==> src/rtl/keypad_scan_debounce.sv <==
// keypad_scan_debounce: 4x4 matrix keypad front end.
// Drives one-hot columns, synchronizes the row inputs, and debounces both press
// and release. Emits exactly one key_valid pulse per accepted physical press.
// Ports:
//   clk       - system clock
//   rst_in    - asynchronous active-low reset
//   fil[3:0]  - keypad rows, active-high, asynchronous to clk
//   col[3:0]  - one-hot column drive
//   key_code  - code of the last accepted key, held until the next one
//   key_valid - one-cycle pulse on key acceptance
//   key_held  - high from acceptance until the release is debounced
module keypad_scan_debounce #(
  parameter int unsigned SCAN_CYCLES     = 1000,
  parameter int unsigned DEBOUNCE_CYCLES = 500000
) (
  input  logic       clk,
  input  logic       rst_in,
  input  logic [3:0] fil,
  output logic [3:0] col,
  output logic [3:0] key_code,
  output logic       key_valid,
  output logic       key_held
);

  localparam int unsigned MAX_CYC = (SCAN_CYCLES > DEBOUNCE_CYCLES) ? SCAN_CYCLES : DEBOUNCE_CYCLES;
  localparam int unsigned CNT_W   = $clog2(MAX_CYC) + 1;
  localparam logic [CNT_W-1:0] SCAN_LAST = CNT_W'(SCAN_CYCLES - 1);
  localparam logic [CNT_W-1:0] DEB_LAST  = CNT_W'(DEBOUNCE_CYCLES - 1);
  localparam logic [CNT_W-1:0] CNT_MAX   = '1;

  typedef enum logic [1:0] {
    ST_SCAN     = 2'd0,
    ST_DEBOUNCE = 2'd1,
    ST_HELD     = 2'd2
  } state_e;

  state_e           state_q, state_d;
  logic [3:0]       sync1_q, fs_q;
  logic [CNT_W-1:0] cnt_q, cnt_d, cnt_inc;
  logic [3:0]       col_q, col_d, col_next;
  logic [3:0]       pat_q, pat_d;
  logic [3:0]       key_code_q, key_code_d;
  logic             key_valid_q, key_valid_d;
  logic             key_held_q, key_held_d;
  logic             fs_onehot;

  // Index of the set bit in a one-hot nibble.
  function automatic logic [1:0] onehot_idx(input logic [3:0] v);
    case (v)
      4'b0010: onehot_idx = 2'd1;
      4'b0100: onehot_idx = 2'd2;
      4'b1000: onehot_idx = 2'd3;
      default: onehot_idx = 2'd0;
    endcase
  endfunction

  // Keypad legend: row-major {row, col} to key code.
  function automatic logic [3:0] key_map(input logic [1:0] row, input logic [1:0] c);
    case ({row, c})
      4'h0: key_map = 4'h1;  4'h1: key_map = 4'h2;  4'h2: key_map = 4'h3;  4'h3: key_map = 4'hA;
      4'h4: key_map = 4'h4;  4'h5: key_map = 4'h5;  4'h6: key_map = 4'h6;  4'h7: key_map = 4'hB;
      4'h8: key_map = 4'h7;  4'h9: key_map = 4'h8;  4'hA: key_map = 4'h9;  4'hB: key_map = 4'hC;
      4'hC: key_map = 4'hE;  4'hD: key_map = 4'h0;  4'hE: key_map = 4'hF;  default: key_map = 4'hD;
    endcase
  endfunction

  // Two-flop synchronizer for the asynchronous row lines.
  always_ff @(posedge clk or negedge rst_in) begin
    if (!rst_in) begin
      sync1_q <= 4'd0;
      fs_q    <= 4'd0;
    end else begin
      sync1_q <= fil;
      fs_q    <= sync1_q;
    end
  end

  // State and output registers.
  always_ff @(posedge clk or negedge rst_in) begin
    if (!rst_in) begin
      state_q     <= ST_SCAN;
      cnt_q       <= '0;
      col_q       <= 4'b0001;
      pat_q       <= 4'd0;
      key_code_q  <= 4'd0;
      key_valid_q <= 1'b0;
      key_held_q  <= 1'b0;
    end else begin
      state_q     <= state_d;
      cnt_q       <= cnt_d;
      col_q       <= col_d;
      pat_q       <= pat_d;
      key_code_q  <= key_code_d;
      key_valid_q <= key_valid_d;
      key_held_q  <= key_held_d;
    end
  end

  // Next-state logic; one counter serves scan window, press and release debounce.
  always_comb begin
    state_d     = state_q;
    cnt_d       = cnt_q;
    col_d       = col_q;
    pat_d       = pat_q;
    key_code_d  = key_code_q;
    key_valid_d = 1'b0;
    key_held_d  = key_held_q;

    fs_onehot = (fs_q != 4'd0) && ((fs_q & (fs_q - 4'd1)) == 4'd0);
    col_next  = {col_q[2:0], col_q[3]};
    cnt_inc   = (cnt_q == CNT_MAX) ? cnt_q : cnt_q + CNT_W'(1);

    case (state_q)
      ST_SCAN: begin
        if (cnt_q == SCAN_LAST) begin
          cnt_d = '0;
          if (fs_onehot) begin
            pat_d   = fs_q;
            state_d = ST_DEBOUNCE;
          end else begin
            col_d = col_next;
          end
        end else begin
          cnt_d = cnt_inc;
        end
      end
      ST_DEBOUNCE: begin
        if (fs_q != pat_q) begin
          state_d = ST_SCAN;
          col_d   = col_next;
          cnt_d   = '0;
        end else if (cnt_q == DEB_LAST) begin
          key_code_d  = key_map(onehot_idx(pat_q), onehot_idx(col_q));
          key_valid_d = 1'b1;
          key_held_d  = 1'b1;
          state_d     = ST_HELD;
          cnt_d       = '0;
        end else begin
          cnt_d = cnt_inc;
        end
      end
      ST_HELD: begin
        // Any activity restarts the release count, so bounce or a second key is ignored.
        if (fs_q != 4'd0) begin
          cnt_d = '0;
        end else if (cnt_q == DEB_LAST) begin
          key_held_d = 1'b0;
          state_d    = ST_SCAN;
          col_d      = col_next;
          cnt_d      = '0;
        end else begin
          cnt_d = cnt_inc;
        end
      end
      default: begin
        state_d = ST_SCAN;
        cnt_d   = '0;
      end
    endcase
  end

  assign col       = col_q;
  assign key_code  = key_code_q;
  assign key_valid = key_valid_q;
  assign key_held  = key_held_q;

endmodule
==> config.mk <==
export PLATFORM = sky130hd
export DESIGN_NAME = keypad_scan_debounce
export DESIGN_NICKNAME = d
export VERILOG_FILES = /design/src/rtl/keypad_scan_debounce.sv
export SDC_FILE = /design/constraint.sdc
export NUM_CORES = 1
export LEC_CHECK = 0
export CAP_MARGIN = 5
export CORE_ASPECT_RATIO = 1.1
export CORE_UTILIZATION = 58
export CTS_CLUSTER_SIZE = 16
export DETAILED_ROUTE_END_ITERATION = 6
export MAX_ROUTING_LAYER = met4
export PLACE_DENSITY = 0.79
export SLEW_MARGIN = 15
export SYNTH_ARGS = -nofsm -noshare
export SYNTH_HDL_FRONTEND = slang
export SYNTH_SLANG_ARGS = --single-unit
==> constraint.sdc <==
create_clock -name clk -period 3.2 [get_ports clk]
set_input_delay 0.96 -clock clk [delete_from_list [all_inputs] [get_ports clk]]
set_output_delay 0.96 -clock clk [all_outputs]
set_load 0.01 [all_outputs]
### Word level (Yosys, flattened, before mapping)

Memories as Yosys holds them, arrays and structs flattened. A register that Yosys moved wholly into a read port is not among the register bits.
Index checks and enable logic that the tools add are counted.

* bits in registers: 40
* memory bits (read-only): 64
* bits of input ports: 6
* output and inout bits: 10
* word-level logic and storage cells: 81
* memories: 1

Memories
* (name not given): depth 16, width 4, read ports 1, clocked after memory_dff 1, wr ports 0, RTL line 59 `case ({row, c})`

* add/sub/neg operators: 2
* equality and inequality tests: 21
* mux-type cells: 35
* bitwise logic cells: 2
* reductions and logical operators: 12

Operator list (number)
* 20-bit two-way mux: 5
* 20-bit case mux with 3 select lines: 1
* 2-bit two-way mux: 12
* 20-bit by 1-bit adder with 20-bit output (second input constant): 1
* 20-bit by 10-bit == test with 1-bit output (second input constant): 1
* 20-bit by 19-bit == test with 1-bit output (second input constant): 1
* 20-bit == test (second input constant): 1
* 4-bit two-way mux: 5
* 2-bit case mux with 3 select lines: 3
* 2-bit inequality test (second input constant): 8
* 4-bit case mux with 3 select lines: 1
* 5-bit AND reduction: 2
* 4-bit by 2-bit == test with 1-bit output (second input constant): 2
* 4-bit by 3-bit == test with 1-bit output (second input constant): 2
* 4-bit == test (second input constant): 2
* 1-bit two-way mux: 7
* 3-bit AND reduction: 2
* 6-bit AND reduction: 1
* 4-bit bitwise AND: 1
* 4-bit zero test: 1
* 4-bit inequality test: 1
* 4-bit nonzero test: 1
* 4-bit by 1-bit subtractor with 4-bit output (second input constant): 1
* 3-bit inequality test (second input constant): 1
* 9 further kinds: 9

### Logic depth before layout (Yosys ltp)

Gate-level depths: netlist of the first run.

* word-level depth: 7
* mapped depth: 8
* gate-level depth less buffers: 8

### Worst setup path before layout of the first run

Ideal clock, no wire load.

* path kind: register -> register
* start point: reg cnt_q[11]
* end point: reg pat_q[0]
* setup time: 0.125 ns
* arrival time: 2.180 ns
* required time: 3.075 ns
* slack: 0.895 ns
* stages on the path, launching flop included: 7
* buffers on the path: 2
* clock period less this slack: 2.305 ns
* cells stage by stage: dfrtp_1 > buf_6 > or4_4 > or2_0 > or4_1 > buf_6 > mux2_4

* longest elaborated chain between the ends: 2

RTL lines
* start: declaration: RTL line 39 `logic [CNT_W-1:0] cnt_q, cnt_d, cnt_inc;`
* start signal: assignment: RTL line 90 `cnt_q <= cnt_d;`
* 20-bit by 10-bit == test with 1-bit output: RTL line 115 `if (cnt_q == SCAN_LAST) begin`
* 3-bit AND reduction (no line)
* end signal: assignment: RTL line 92 `pat_q <= pat_d;`
* end: declaration: RTL line 41 `logic [3:0] pat_q, pat_d;`

No other way between the ends.
A chain may end at the register's enable or synchronous reset.

### Final worst setup path of the first run

* start point: reg cnt_q[11]
* end point: reg pat_q[2]

The elaborated chain is that of the path after synthesis.

==> impl_metrics.yaml, run 1 <==
run_status:
  status: "complete, no violations"
timing:
  tightest_slew_ns: 0.9336
  fmax_ghz: 0.4126
  period_share_pct: 75.74
  min_period_ns: 2.424
  hold_violations: 0
  setup_viol: 0
  drv_slew: 0
  rsz0062_at_grt: "no"
  layout_setup_ws_ns: 0.7764
  slew_headroom_pct: 37.76
  skew_ns: 0.005096
  tns_ns: 0
floorplanning:
  dieArea_sq_um: 4350
  initial_core_util_pct: 60.31
  fp-row-count: 24
  die_y_um: 69.08
  ios: 16
  die_w_um: 62.98
  core_area_sq_um: 3934
placed_design:
  portBuffers: 15
  placed_cell_area_sq_um: 2557
  dp_hpwl_um: 3165
  gp_congestion: 0.8384
  preCtsSetupSlack_ns: 0.7865
synthesis:
  synth-edff-count: 0
  ys_warn_count: 0
  yosysMostFrequentCell: "dfrtp_1"
  synth_xor_area_share_pct: 8.492
  synth_area_per_cell_sq_um: 10.54
  synth-compound-area-share_pct: 8.966
  netlist_area_sq_um: 2372
  netlist_top_cells_count: "dfrtp_1, nor2_1, xnor2_1, nand2_1, nand4_1"
  yosys.area.top_type: "dfrtp_1"
  synthArstFlopShare_pct: 100.0
  synthFlopType: "dfrtp_1"
  synth.area.top_cells: "dfrtp_1, xnor2_1, xor2_1"
  synthAdderAreaFrac_pct: 3.165
  muxShareOfSynthArea_pct: 9.388
  ys_ff_latch: 44
  synth_top_area_share_pct: 45.36
  yosys.area_share.simple_pct: 20.20
  syn-num-nets: 237
  synth_top_family_by_area: "simple AND/OR/NAND/NOR gates"
  synth_cell_types: 46
  syn_inst: 225
  seq_area_frac_synth_pct: 46.47
routing:
  ant_nets: 0
  firstDrtPassIters: 4
  drc: 0
  drtIter0Drc: 71
  wl_per_cell_um: 14.96
  vias: 1709
  wl_um: 4398
  via_per_inst: 5.813
setup_path:
  crit_arrival_ns: 2.61
  path_class: "flip-flop to flip-flop"
  path_max_fanout: 9
  end_kind: "flip-flop"
  critPathLaunchType: "flip-flop"
  crit_required_ns: 3.39
global_route:
  grt_usage_pct: 23.68
  gr-usage-met2_pct: 39.19
  grt_max_degree: 45
  grt_pass1_vias: 1709
  antenna_found_initial: 0
  gr-total-overflow: 0
  top_usage_layer: "met2"
  use_met3_pct: 4.636
  met1_usage_pct: 27.22
  grt_pass1_wl_um: 7707
cts:
  insertion_delay_ns: 0.30
  cts-root-buf: "clkbuf_8"
  clk_pin_slew_ns: 0.08
  cts.path.max_buffers: 2
  post_cts_resized: 0
  numCtsBuffers: 5
  cts.sinks: 44
  post-cts-setup-buffers: 0
  cts_hold_buf: 0
  cts_tree: "built"
  cts_max_level: 2
cells_and_area:
  design_area_sq_um: 2658
  drive_above_1_share_pct: 11.57
  nets: 253
  fin_util_pct: 67.56
  diodes: 0
  layout-area-overhead-vs-synth_pct: 12.03
pwr:
  power_switching_uw: 195.4
  finalPower_uw: 961.8
  power_frac_seq_pct: 58.8
  p_clk_share_pct: 38.8
  p_comb_share_pct: 2.4
  power.static_leakage_nw: 1.148
  p_int_uw: 766.4
  vdd.ir_drop.worst_v: 0.0003436
  switching_share_pct: 20.32
  p_per_area_nw_per_um2: 361.9
run:
  maxCapViolations: 0
min_path:
  hp-class: "flip-flop to flip-flop"
## placed cells by master, fill, tap and decap left out, types with 2 or more instances in the layout
master           Yosys  final
a211oi_1             6      5
a21oi_1              8      8
a31oi_1              4      4
and3_1               3      3
and4_1               5      5
buf_4                0      3
clkbuf_8             0      7
clkdlybuf4s50_1      0     14
dfrtp_1             43     43
ha_1                 6      6
inv_1                7      7
mux2_1               4      4
mux2_2               6      6
mux2_4               4      4
mux2i_1              5      5
nand2_1             13     13
nand3_1              8      8
nand4_1             10     10
nor2_1              19     19
nor3_1               8      8
nor4_1               6      6
o211ai_1             2      2
o21ai_0              5      5
or3_1                2      2
or4_1                2      2
xnor2_1             14     14
xor2_1               9      9
## kinds of logic (layout without fill, tap and decap cells)
| kind of cell | count (synthesis) | after routing |
|---|---|---|
| XOR/XNOR | 23 | 23 |
| adder cells (fa/ha/maj) | 6 | 6 |
| multiplexers | 19 | 19 |
| AO/OA/AOI/OAI | 32 | 32 |
| buffers and inverters | 16 | 33 |
| flip-flops | 44 | 44 |
| AND/OR/NAND/NOR | 85 | 85 |
## worst paths after layout
check                                     startpoint  slack (ns)  depth (start not counted)                endpoint
worst max-delay path             cnt_q[11]$_DFF_PN0_        0.78                          4    pat_q[2]$_DFFE_PN0P_
worst min-delay path            sync1_q[1]$_DFF_PN0_        0.35                          0       fs_q[1]$_DFF_PN0_
worst max register to register   cnt_q[11]$_DFF_PN0_        0.78                          4    pat_q[2]$_DFFE_PN0P_
worst min register to register  sync1_q[1]$_DFF_PN0_        0.35                          0       fs_q[1]$_DFF_PN0_
max in group asynchronous                     rst_in        1.82                          1     cnt_q[12]$_DFF_PN0_
min in group asynchronous                     rst_in        0.80                          1  state_q[0]$_DFFE_PN0P_
## registers in the layout (all words and copies together), names as in the netlist
register   count
key_held       1
fs_q           4
sync1_q        4
pat_q          4
state_q        2
col            4
key_code       4
cnt_q         20
key_valid      1
## metrics by stage
step | instances | hold slack (ns)
2_1_floorplan | 225 | 0.3312
3_3_place_gp | 286 | 0.3321
3_5_place_dp | 286 | 0.3347
4_1_cts | 294 | 0.3553
5_1_grt | 294 | 0.3566
6_report | 294 | 0.3495
## routing by layer
layer,routed length (um),vias to the layer above,part of all wire (%)
li1,-,849,-
met1,1894,828,43
met2,2299,27,52
met3,124,5,2.8
met4,79,0,1.8
met5,0,-,0
## power groups by stage
stage,Clock (mW),Combinational (mW),Sequential [mW]
2_1_floorplan,0,0.00673,0.576
4_1_cts,0.382,0.0240,0.566
6_report,0.373,0.0228,0.566
3_3_place_gp,0,0.0236,0.576
5_1_grt,0.403,0.0270,0.566
3_5_place_dp,0,0.0240,0.577
## final cells by class
cell class / count / area [sq um]
Fill cell: 314 / 1276
Tap cell: 52 / 65.06
Sequential cell: 44 / 1102
Multi-Input combinational cell: 165 / 1196
Inverter: 7 / 26.28
Clock buffer: 8 / 100.1
Timing Repair Buffer: 18 / 167.7
## critical path, stage by stage, from the launching register on
cell and delay (ns):
dfrtp_1 0.47, or4_4 0.58, or2_0 0.23, or4_1 0.69, mux2_4 0.35
(Power assumes the default switching activity.)
==> run 2: changes to the inputs <==
==> constraint.sdc (replaced) <==
create_clock -name clk -period 2.35 [get_ports clk]
set_input_delay 0.705 -clock clk [delete_from_list [all_inputs] [get_ports clk]]
set_output_delay 0.705 -clock clk [all_outputs]
set_load 0.01 [all_outputs]
==> run 2 against run 1 <==
Effect of this change: register-to-register slack got worse by 0.65 ns; routed wire length rose by 5.4%; critical path type unchanged; power rose by 41%; clock-buffer cell count fell by 2; flip-flop and latch count did not move; clock power rose by 47%.
==> impl_metrics.yaml, run 2 (synthesis gave the netlist of run 1 again) <==
cells_and_area:
  largest_reg_flops: 20
  diodes: 0
  final_common_cell: "dfrtp_1"
  layout_common_cells: "dfrtp_1, nor2_1, buf_4"
  top_register: "cnt_q"
  stdcell_count: 306
  drive_above_1_share_pct: 16.14
  nets: 265
  layout-area-overhead-vs-synth_pct: 16.30
floorplanning:
  die_y_um: 69.08
  initial_core_util_pct: 60.31
  core_area_sq_um: 3934
  ios: 16
  die_w_um: 62.98
  dieArea_sq_um: 4350
  fp-row-count: 24
run:
  maxCapViolations: 0
routing:
  wl_per_cell_um: 15.14
  wl_um: 4634
  drc: 0
  firstDrtPassIters: 4
  via_per_inst: 5.961
  drtIter0Drc: 94
  vias: 1824
  ant_nets: 0
setup_path:
  path_class: "flip-flop to flip-flop"
  end_kind: "flip-flop"
  crit_arrival_ns: 2.40
  crit_required_ns: 2.53
  critPathLaunchType: "flip-flop"
  path_max_fanout: 4
global_route:
  gr-total-overflow: 0
  grt_max_degree: 36
  grt_pass1_wl_um: 8224
  grt_usage_pct: 24.51
  antenna_found_initial: 0
  grt_pass1_vias: 1821
placed_design:
  preCtsSetupSlack_ns: 0.06940
  portBuffers: 15
  gp_congestion: 0.9204
  dp.cells: 298
  dp_hpwl_um: 3306
timing:
  tightest_slew_ns: 0.7780
  skew_ns: 0.003689
  fmax_ghz: 0.4499
  drv_slew: 0
  hold_violations: 0
  layout_setup_ws_ns: 0.1272
  slew_headroom_pct: 48.13
  min_period_ns: 2.223
  rsz0062_at_grt: "no"
  tns_ns: 0
  setup_viol: 0
  period_share_pct: 94.59
cts:
  post_cts_resized: 0
  clk_pin_slew_ns: 0.08
  cts_max_level: 2
  cts-root-buf: "clkbuf_8"
  cts_hold_buf: 0
  insertion_delay_ns: 0.29
  post-cts-setup-buffers: 0
  cts.sinks: 44
  cts_tree: "built"
  numCtsBuffers: 5
  cts.path.max_buffers: 2
pwr:
  p_per_area_nw_per_um2: 490.9
  vdd.ir_drop.worst_v: 0.0004170
  power.static_leakage_nw: 1.217
run_status:
  status: "complete, no violations"
min_path:
  hp-class: "flip-flop to flip-flop"
==> run 2: cell types whose count changed in the layout (fill, tap and decap cells not counted), sizes merged <==
cell    before  now
clkinv       0    1
clkbuf       8    6
bufinv       0    1
buf          4   16
==> run 2: cell type report <==
type | instances | area, sq um
inverter | 7 | 26.28
clock buffer | 6 | 72.57
timing repair buffer | 30 | 257.7
multi-input combinational | 165 | 1200
tap | 52 | 65.06
fill | 294 | 1175
sequential | 44 | 1102
clock inverter | 2 | 35.03
==> run 2: worst max-delay path: stages (launching register included) <==
cell	delay, ns
dfrtp_1	0.40
or4_4	0.53
or2_0	0.24
o31a_1	0.34
nand4bb_4	0.27
mux2_1	0.33
==> run 2: metal layers <==
layer / part of all wire (%) / routed length [um] / track usage [%] / up-vias
met2: 53 / 2462 / 42.53 / 50
met1: 42 / 1966 / 28.87 / 891
met3: 3.3 / 153 / 4.139 / 5
met4: 1.1 / 52 / 7.235 / 0
met5: 0 / 0 / - / -
li1: - / - / - / 878
==> run 2: metrics by stage <==
| step | hold slack, ns | util (%) | area (sq um) | total power [mW] |
|---|---|---|---|---|
| after floorplan | 0.3312 | - | 2372 | 0.7928 |
| after global placement | 0.3320 | 67.30 | 2648 | 0.8195 |
| after detailed placement | 0.3347 | 67.30 | 2648 | 0.8206 |
| after CTS | 0.3514 | 70.04 | 2755 | 1.370 |
| after global routing | 0.3664 | 70.13 | 2759 | 1.403 |
| final | 0.3469 | 70.13 | 2759 | 1.354 |
==> run 2: where the power goes <==
| group | switching (mW) | internal [mW] | total (mW) |
|---|---|---|---|
| combinational | 0.0204 | 0.0142 | 0.0346 |
| sequential | 0.00634 | 0.764 | 0.770 |
| clock | 0.235 | 0.315 | 0.550 |
| total | 0.262 | 1.09 | 1.35 |
==> run 2: worst paths after layout <==
path | startpoint | depth (start not counted) | to | slack (ns)
min in group asynchronous | rst_in | 1 | col[3]$_DFFE_PN0P_ | 0.49
hold reg to reg | sync1_q[1]$_DFF_PN0_ | 0 | fs_q[1]$_DFF_PN0_ | 0.35
setup / recovery | cnt_q[12]$_DFF_PN0_ | 5 | col[2]$_DFFE_PN0P_ | 0.13
max in group asynchronous | rst_in | 2 | key_code[3]$_DFFE_PN0P_ | 1.27
hold / removal | sync1_q[1]$_DFF_PN0_ | 0 | fs_q[1]$_DFF_PN0_ | 0.35
setup reg to reg | cnt_q[12]$_DFF_PN0_ | 5 | col[2]$_DFFE_PN0P_ | 0.13
==> run 3: changes to the inputs <==
--- a/config.mk
+++ b/config.mk
@@ -12,6 +12,7 @@
 export DETAILED_ROUTE_END_ITERATION = 6
 export MAX_ROUTING_LAYER = met4
 export PLACE_DENSITY = 0.79
+export SETUP_SLACK_MARGIN = 0.05
 export SLEW_MARGIN = 15
 export SYNTH_ARGS = -nofsm -noshare
 export SYNTH_HDL_FRONTEND = slang
==> run 3 against run 2 <==
Effect of this change: global-route usage about the same; core utilization down 0.38 points; clock-buffer cell count increased by 1; register-to-register slack lost 0.02 ns; setup slack worse by 0.021 ns; critical path type unchanged; critical endpoint is now col[1]$_DFFE_PN0P_; clock power shrank 11%; clock skew increased by 0.0025 ns; combinational power is essentially flat.
==> impl_metrics.yaml, run 3 (synthesis gave the netlist of run 1 again) <==
run_status:
  status: "complete, no violations"
min_path:
  hp-start: "sync1_q[2]$_DFF_PN0_"
  holdPathStages: 0
  hp-class: "flip-flop to flip-flop"
setup_path:
  cp_slowest_cell: "or4_4"
  critical_path.cell_chain: "or4_4 -> or2_0 -> o31a_1 -> nand4bb_4 -> mux2_1"
  crit_arrival_ns: 2.42
  crit_start: "cnt_q[11]$_DFF_PN0_"
  crit_required_ns: 2.53
  path_class: "flip-flop to flip-flop"
  critPathLaunchType: "flip-flop"
  end_kind: "flip-flop"
  path_max_fanout: 4
  worst_r2r_path_depth: 5
  slowest_delay_ns: 0.55
  r2r-start: "cnt_q[11]$_DFF_PN0_"
pwr:
  p_int_mw: 1.016
  p_per_area_nw_per_um2: 471.8
  finalPower_mw: 1.295
  power_switching_uw: 278.3
  switching_share_pct: 21.50
  power_frac_seq_pct: 59.5
  power.static_leakage_nw: 1.200
  p_comb_share_pct: 2.7
  p_clk_share_pct: 37.9
  vdd.ir_drop.worst_v: 0.0004188
timing:
  drv_slew: 0
  layout_setup_ws_ns: 0.1062
  min_period_ns: 2.244
  period_share_pct: 95.48
  rsz0062_at_grt: "yes"
  hold_violations: 0
  setup_viol: 0
  fmax_ghz: 0.4457
  slew_headroom_pct: 56.11
  skew_ns: 0.006231
  tightest_slew_ns: 0.6583
  tns_ns: 0
  worst_hold_slack_ns: 0.3453
cells_and_area:
  top_register: "cnt_q"
  layout_common_cells: "dfrtp_1, nor2_1, xnor2_1, clkdlybuf4s50_1, buf_4"
  largest_reg_flops: 20
  layout-area-overhead-vs-synth_pct: 15.66
  diodes: 0
  fin_util_pct: 69.75
  final_common_cell: "dfrtp_1"
  drive_above_1_share_pct: 16.21
  nets: 264
cts:
  cts_tree: "built"
  numCtsBuffers: 5
  insertion_delay_ns: 0.29
  cts.path.max_buffers: 2
  cts_max_level: 2
  cts-root-buf: "clkbuf_8"
  clk_pin_slew_ns: 0.08
  cts.sinks: 44
floorplanning:
  fp-row-count: 24
  core_area_sq_um: 3934
  die_y_um: 69.08
  dieArea_sq_um: 4350
  ios: 16
  die_w_um: 62.98
  initial_core_util_pct: 60.31
global_route:
  gr-total-overflow: 0
  grt_max_degree: 32
  grt_usage_pct: 24.53
  antenna_found_initial: 0
  grt_pass1_vias: 1780
  grt_pass1_wl_um: 8100
routing:
  via_per_inst: 5.830
  drc: 0
  drtIter0Drc: 46
  vias: 1778
  wl_per_cell_um: 15.13
  wl_um: 4614
  firstDrtPassIters: 4
  ant_nets: 0
placed_design:
  preCtsSetupSlack_ns: 0.09450
  dp_hpwl_um: 3342
  gp_congestion: 0.8475
  portBuffers: 15
run:
  maxCapViolations: 0
run 3: cell count changes in the layout (fill, tap and decap cells not counted):
cell	previous run	this run
nor4_1	6	5
nor4_2	0	1
buf_4	15	14
clkinv_2	1	0
clkbuf_8	5	6
bufinv_16	1	0
clkinvlp_4	0	1
run 3: cell type report:
cell class / count / area [sq um]
Clock inverter: 1 / 7.507
Clock buffer: 7 / 86.33
Multi-Input combinational cell: 165 / 1206
Sequential cell: 44 / 1102
Timing Repair Buffer: 29 / 250.2
Tap cell: 52 / 65.06
Fill cell: 307 / 1190
Inverter: 7 / 26.28
run 3: power groups by stage:
stage | sequential, mW | clock [mW] | combinational [mW]
after CTS | 0.770 | 0.503 | 0.0358
after global placement | 0.784 | 0 | 0.0347
after global routing | 0.771 | 0.531 | 0.0397
after floorplan | 0.784 | 0 | 0.00917
final | 0.770 | 0.490 | 0.0346
after detailed placement | 0.785 | 0 | 0.0357
run 3: through the flow:
step           area [sq um]  instances
2_1_floorplan          2372        225
3_5_place_dp           2633        296
5_1_grt                2744        305
3_3_place_gp           2633        296
4_1_cts                2726        304
6_report               2744        305
run 3: worst max-delay path, delay by kind of cell (launching register included):
kind             cells  cell delay (ns)
AO/OA/AOI/OAI        1             0.33
multiplexers         1             0.34
AND/OR/NAND/NOR      3             1.06
flip-flops           1             0.39
run 3: final timing paths:
kind	to	slack (ns)
max in group asynchronous	key_code[1]$_DFFE_PN0P_	1.33
worst max register to register	col[1]$_DFFE_PN0P_	0.11
worst min register to register	fs_q[2]$_DFF_PN0_	0.35
worst min-delay path	fs_q[2]$_DFF_PN0_	0.35
min in group asynchronous	state_q[1]$_DFFE_PN0P_	0.43
worst max-delay path	col[1]$_DFFE_PN0P_	0.11
run 3: timing repair:
action / 4_1_cts / 5_1_grt
gates resized for setup: 0 / 2
buffers inserted: 0 / 1
setup endpoints to repair: 0 / 8
hold buffers: 0 / 0
run 3: per-layer routing:
layer  part of all wire [%]  wire [um]  vias up  global-route usage [%]
li1                       -          -      875                       -
met2                     53       2457       37                   42.05
met5                      0          0        -                       -
met3                    3.1        144        5                   4.801
met4                    1.2         55        0                   7.752
met1                     42       1957      861                   28.70
==> variant 1 (config.mk and constraints of run 3) <==
The parameter `SCAN_CYCLES` goes from 1000 to 500.
--- a/src/rtl/keypad_scan_debounce.sv
+++ b/src/rtl/keypad_scan_debounce.sv
@@ -12,3 +12,3 @@
 module keypad_scan_debounce #(
-  parameter int unsigned SCAN_CYCLES     = 1000,
+  parameter int unsigned SCAN_CYCLES     = 500,
   parameter int unsigned DEBOUNCE_CYCLES = 500000
Behaviour: no difference found for any inputs over 10 cycles, from zero or initial values and one cycle with rst_in low; that may be too few to reach the edited logic, so the function may still have changed.
==> variant 1 against run 3 <==
  * Sequential cell count is the same
  * Global-route usage increased by 3.3 points
  * Routed wire length rose by 11%
  * The flow now finishes with violations (negative setup slack)
  * Worst setup slack worse by 0.48 ns
  * Critical path depth did not move
  * First-iteration DRC count rose by 140%
  * Sequential share of layout area shrank 2.3 points
  * Utilization grew 8.0 points
  * Synthesized cell count increased by 1.8%
  * Design area up 6.0%
  * Fmax shrank 18%
  * Total power up 6.2%
  * Largest power group unchanged
  * Area after synthesis decreased by 1.6%
==> variant 1: results (changes against run 3) <==
Parameter                              Value

Hold path
  Worst Hold Depth    0 (unchanged)
  Worst-case hold path end point    fs_q[0]$_DFF_PN0_
  Worst Min Path Start    sync1_q[0]$_DFF_PN0_

Worst setup path
  Slowest stage delay, CP    0.53 ns (-0.02 ns)
  Master of the slowest instance on the critical path    sky130_fd_sc_hd__or4b_4
  Timing startpoint of the critical path    cnt_q[5]$_DFF_PN0_
  CP top delay family    simple AND/OR/NAND/NOR gates
  Arrival time of data at the critical path endpoint    2.91 ns (+0.49 ns)
  Worst flop-to-flop path endpoint    col[1]$_DFFE_PN0P_
  Critical-path maximum fanout    4 (unchanged)

Final layout
  Fraction of final layout cells sized beyond drive strength 1    0.227 (+0.0651)
  Nets    284 (+7.6%)
  Antenna diodes    0 (unchanged)
  Register bank with the most flops    cnt_q

STA
  Remaining max-slew budget at the tightest pin    0.542 (-0.0195)
  Post-route worst setup slack    -0.375 ns (-0.481 ns)
  Final TNS setup    -1.52 ns (-1.52 ns)
  Maximum clock skew at final layout    0.00631 ns (+0.0000806 ns)
  Final-report setup violation count    8 (+8)
  Final Max Tran Viols    0 (unchanged)

Synth
  Adder-Cell Fraction of Synth Area    0.0322 (+0.000509)
  Part of the Yosys area used for sequential elements    0.472 (+0.00747)
  Ranking of synthesized cells by instance count    43 x sky130_fd_sc_hd__dfrtp_1, 24 x sky130_fd_sc_hd__nor2_1, 13 x sky130_fd_sc_hd__xor2_1
  Post-Syn Nets    241 (+1.7%)
  Post-synthesis xor/xnor area fraction    0.0713 (-0.0136)
  Netlist cell types    42 (-8.7%)
  Post-synthesis compound-gate area fraction    0.108 (+0.0186)
  Largest cells by area after synthesis    sky130_fd_sc_hd__dfrtp_1 46%, sky130_fd_sc_hd__xor2_1 4.9%, sky130_fd_sc_hd__mux2_2 3.9%
  Asr flop ratio synth    1.00 (unchanged)
  Mux share of post-synthesis cell area    0.0836 (-0.0103)

Placed design
  Post-DP HPWL    3350 µm (+0.37%)
  Final weighted congestion in routability-driven placement    0.925 (+9.2%)

Power and ir drop
  Pint    1.09 mW (+7.2%)
  Worst vdd ir    0.366 mV (-13%)
  Leakage    1.33 nW (+10%)

Detailed routing
  Via density    5.78 (-0.79%)
  Iteration-0 DRC Markers    110 (+140%)
  Routed wire length    5120 µm (+11%)
  Detailed-routing iteration count for the pre-antenna-repair pass    4 (unchanged)

Clocking
  Buffer cell driving the clock tree root    sky130_fd_sc_hd__clkbuf_8
  Latest clock arrival within the worst-skew pair    0.30 ns
  Number of buffers between clock root and the deepest sink    2 (unchanged)
  CTS resizes    12 (+12)
  Buffer count from post-CTS setup fixing    1 (+1)
  H-tree depth    2 (unchanged)

Global route
  Wire length of the first global-routing pass    8640 µm (+6.6%)
  Overall routing resource usage    0.278 (+0.0330)
  Vias in the first global route    1844 (+3.6%)
  Maximum number of pins on one net before global-route repair    45 (+41%)

Job
  Max-cap violations    0 (unchanged)

Outcome
  Failing checks    negative setup slack
  Result of the run    finished with violations
variant 1: changes by cell type after synthesis, moves of 5 or more:
cell,run 3,this run
sky130_fd_sc_hd__xnor2_1,14,6
sky130_fd_sc_hd__clkbuf_1,3,9
sky130_fd_sc_hd__a211oi_1,6,1
sky130_fd_sc_hd__nor2_1,19,24
sky130_fd_sc_hd__o2111ai_1,0,5
variant 1: power by group through the flow:
stage	Sequential, mW	Clock, mW	Combinational (mW)
after floorplan	0.783	0	0.00824
after global placement	0.784	0	0.0323
after detailed placement	0.784	0	0.0331
after CTS	0.769	0.588	0.0334
after global routing	0.771	0.618	0.0372
final	0.769	0.573	0.0325
variant 1: per-stage QoR:
| stage | cell area (µm²) | worst slack [ns] | hold slack [ns] | util | cells |
|---|---|---|---|---|---|
| 2_1_floorplan | 2350 | -0.259 | 0.331 | - | 229 |
| 3_3_place_gp | 2700 | -0.247 | 0.333 | 0.723 | 310 |
| 3_5_place_dp | 2700 | -0.349 | 0.341 | 0.723 | 310 |
| 4_1_cts | 2890 | -0.352 | 0.354 | 0.771 | 322 |
| 5_1_grt | 2910 | -0.424 | 0.363 | 0.777 | 323 |
| 6_report | 2910 | -0.375 | 0.349 | 0.777 | 323 |
variant 1: layout make-up:
class                      count  area [µm²]
clock buffer                   5        68.8
clock inverter                 3        42.5
timing repair buffer          45         389
tap                           50        62.6
sequential                    44        1100
multi-input combinational    165        1200
inverter                      11        41.3
fill                         260         833
variant 1: routing by layer:
| layer | up-vias | share of wire | GRT usage |
|---|---|---|---|
| met5 | - | 0 | - |
| met4 | 0 | 0.023 | 0.142 |
| met3 | 8 | 0.035 | 0.0461 |
| met2 | 46 | 0.52 | 0.499 |
| met1 | 901 | 0.42 | 0.306 |
| li1 | 913 | - | - |
==> variant 2 (config.mk and constraints of run 3) <==
Without the edit above. Make the reset (`rst_in`) synchronous in 2 clocked blocks. Comments in the files are not updated.
--- a/src/rtl/keypad_scan_debounce.sv
+++ b/src/rtl/keypad_scan_debounce.sv
@@ -67,3 +67,3 @@
   // Two-flop synchronizer for the asynchronous row lines.
-  always_ff @(posedge clk or negedge rst_in) begin
+  always_ff @(posedge clk) begin
     if (!rst_in) begin
@@ -78,3 +78,3 @@
   // State and output registers.
-  always_ff @(posedge clk or negedge rst_in) begin
+  always_ff @(posedge clk) begin
     if (!rst_in) begin
Check against the original RTL: same outputs for any inputs over 10 cycles, from zero or initial values and one cycle with rst_in low; that may be too few to reach the edited logic, so the function may still have changed.
==> variant 2 against run 3 <==
  * Highest routed layer unchanged
  * Synthesized cell count increased by 20%
  * Sequential cell count unchanged
  * Cell count increased by 11%
  * Design area decreased by 0.68%
  * Critical endpoint is now col[2]$_SDFFE_PN0P_
  * Global-route usage increased by 0.22 points
  * Routed wire length increased by 5.1%
  * Total power increased by 7.1%
  * Worst setup slack improved by 0.11 ns
  * Area after synthesis increased by 2.1%
==> variant 2: results (changes against run 3) <==
Parameter                              Value

Detailed routing
  M1 wire length    2330 µm (+19%)
  Routed length on met2    2230 µm (-9.3%)
  Met3 Wirelength    222 µm (+54%)
  Iteration-0 DRC Markers    106 (+130%)
  Final routed wire length divided by cell count    14.3 µm (-5.2%)
  Routed wire length    4850 µm (+5.1%)
  Routed vias    1987 (+12%)

Global route
  Wire length of the first global-routing pass    8480 µm (+4.7%)
  Global-route met1 utilization    0.319 (+0.0316)
  Maximum number of pins on one net before global-route repair    21 (-34%)
  Overall routing resource usage    0.248 (+0.00219)
  GR Util met3    0.0674 (+0.0194)
  Vias in the first global route    1884 (+5.8%)
  Fraction of met2 tracks used by global routing    0.378 (-0.0423)

Synth
  Netlist cell types    51 (+11%)
  Mux share of post-synthesis cell area    0.0661 (-0.0277)
  Ranking of synthesized cells by instance count    44 x sky130_fd_sc_hd__dfxtp_1, 27 x sky130_fd_sc_hd__nor3_1, 18 x sky130_fd_sc_hd__xnor2_1
  Cells after synthesis    271 (+20%)
  Top_reg_cell synth    sky130_fd_sc_hd__dfxtp_1
  Post-synthesis compound-gate area fraction    0.123 (+0.0333)
  Asr flop ratio synth    0 (-1.00)
  Largest cells by area after synthesis    sky130_fd_sc_hd__dfxtp_1 36%, sky130_fd_sc_hd__mux2i_1 6.6%, sky130_fd_sc_hd__xnor2_1 6.5%
  Post-Syn Nets    283 (+19%)
  Post-synthesis xor/xnor area fraction    0.0760 (-0.00895)

Placed design
  Post-DP HPWL    3530 µm (+5.7%)
  Final weighted congestion in routability-driven placement    0.897 (+5.9%)
  Cell area after placement    2610 µm² (-0.81%)
  Pre-CTS worst setup slack    0.196 ns (+0.102 ns)
  Number of placed instances with taps included    330 (+11%)

Power and ir drop
  Clock power frac    0.407 (+0.028)
  Total clock network power    0.564 mW (+15%)
  Leakage    0.929 nW (-23%)
  Worst vdd ir    0.427 mV (+2.1%)
  Pint    1.10 mW (+7.9%)
  Comb pwr    0.0556 mW (+61%)

Clocking
  CTS resizes    0 (unchanged)

Hold path
  Worst Min Path Start    sync1_q[1]$_SDFF_PN0_
  Worst-case hold path end point    fs_q[1]$_SDFF_PN0_
  Worst Hold Depth    1 (+1)

STA
  Post-route worst setup slack    0.219 ns (+0.112 ns)
  Worst hold slack across all endpoints    0.439 ns (+0.0934 ns)
  Worst slew pin tran    0.572 ns (-0.0862 ns)

Worst setup path
  Master of the slowest instance on the critical path    sky130_fd_sc_hd__a311oi_4
  Worst flop-to-flop path endpoint    col[2]$_SDFFE_PN0P_
  Worst R2R Path Depth    6 (+1)

Outcome
  Result of the run    finished, final reports clean

Final layout
  Nets    297 (+13%)
  Number of flip-flops under the largest register name    20 (unchanged)
  Fraction of final layout cells sized beyond drive strength 1    0.108 (-0.0537)
==> variant 2: cell count changes after synthesis, sizes merged, moves of 8 or more <==
cell,before,now
a21oi,8,16
and2,0,10
dfrtp,43,0
dfxtp,0,44
mux2,14,0
mux2i,5,16
nor3,8,29
==> variant 2: area by class of cell <==
| class | instances | area (µm²) |
|---|---|---|
| Multi-Input combinational cell | 203 | 1430 |
| Sequential cell | 44 | 881 |
| Inverter | 9 | 33.8 |
| Fill cell | 343 | 1270 |
| Timing Repair Buffer | 22 | 203 |
| Clock buffer | 5 | 68.8 |
| Clock inverter | 3 | 42.5 |
| Tap cell | 52 | 65.1 |
==> variant 2: worst reg2reg max path, stage by stage, from the launching register on <==
cell and delay (ns):
sky130_fd_sc_hd__dfxtp_1 0.39, sky130_fd_sc_hd__ha_2 0.24, sky130_fd_sc_hd__nor4b_2 0.24, sky130_fd_sc_hd__nand4_1 0.15
sky130_fd_sc_hd__or3_1 0.37, sky130_fd_sc_hd__a311oi_4 0.44, sky130_fd_sc_hd__mux2i_1 0.24
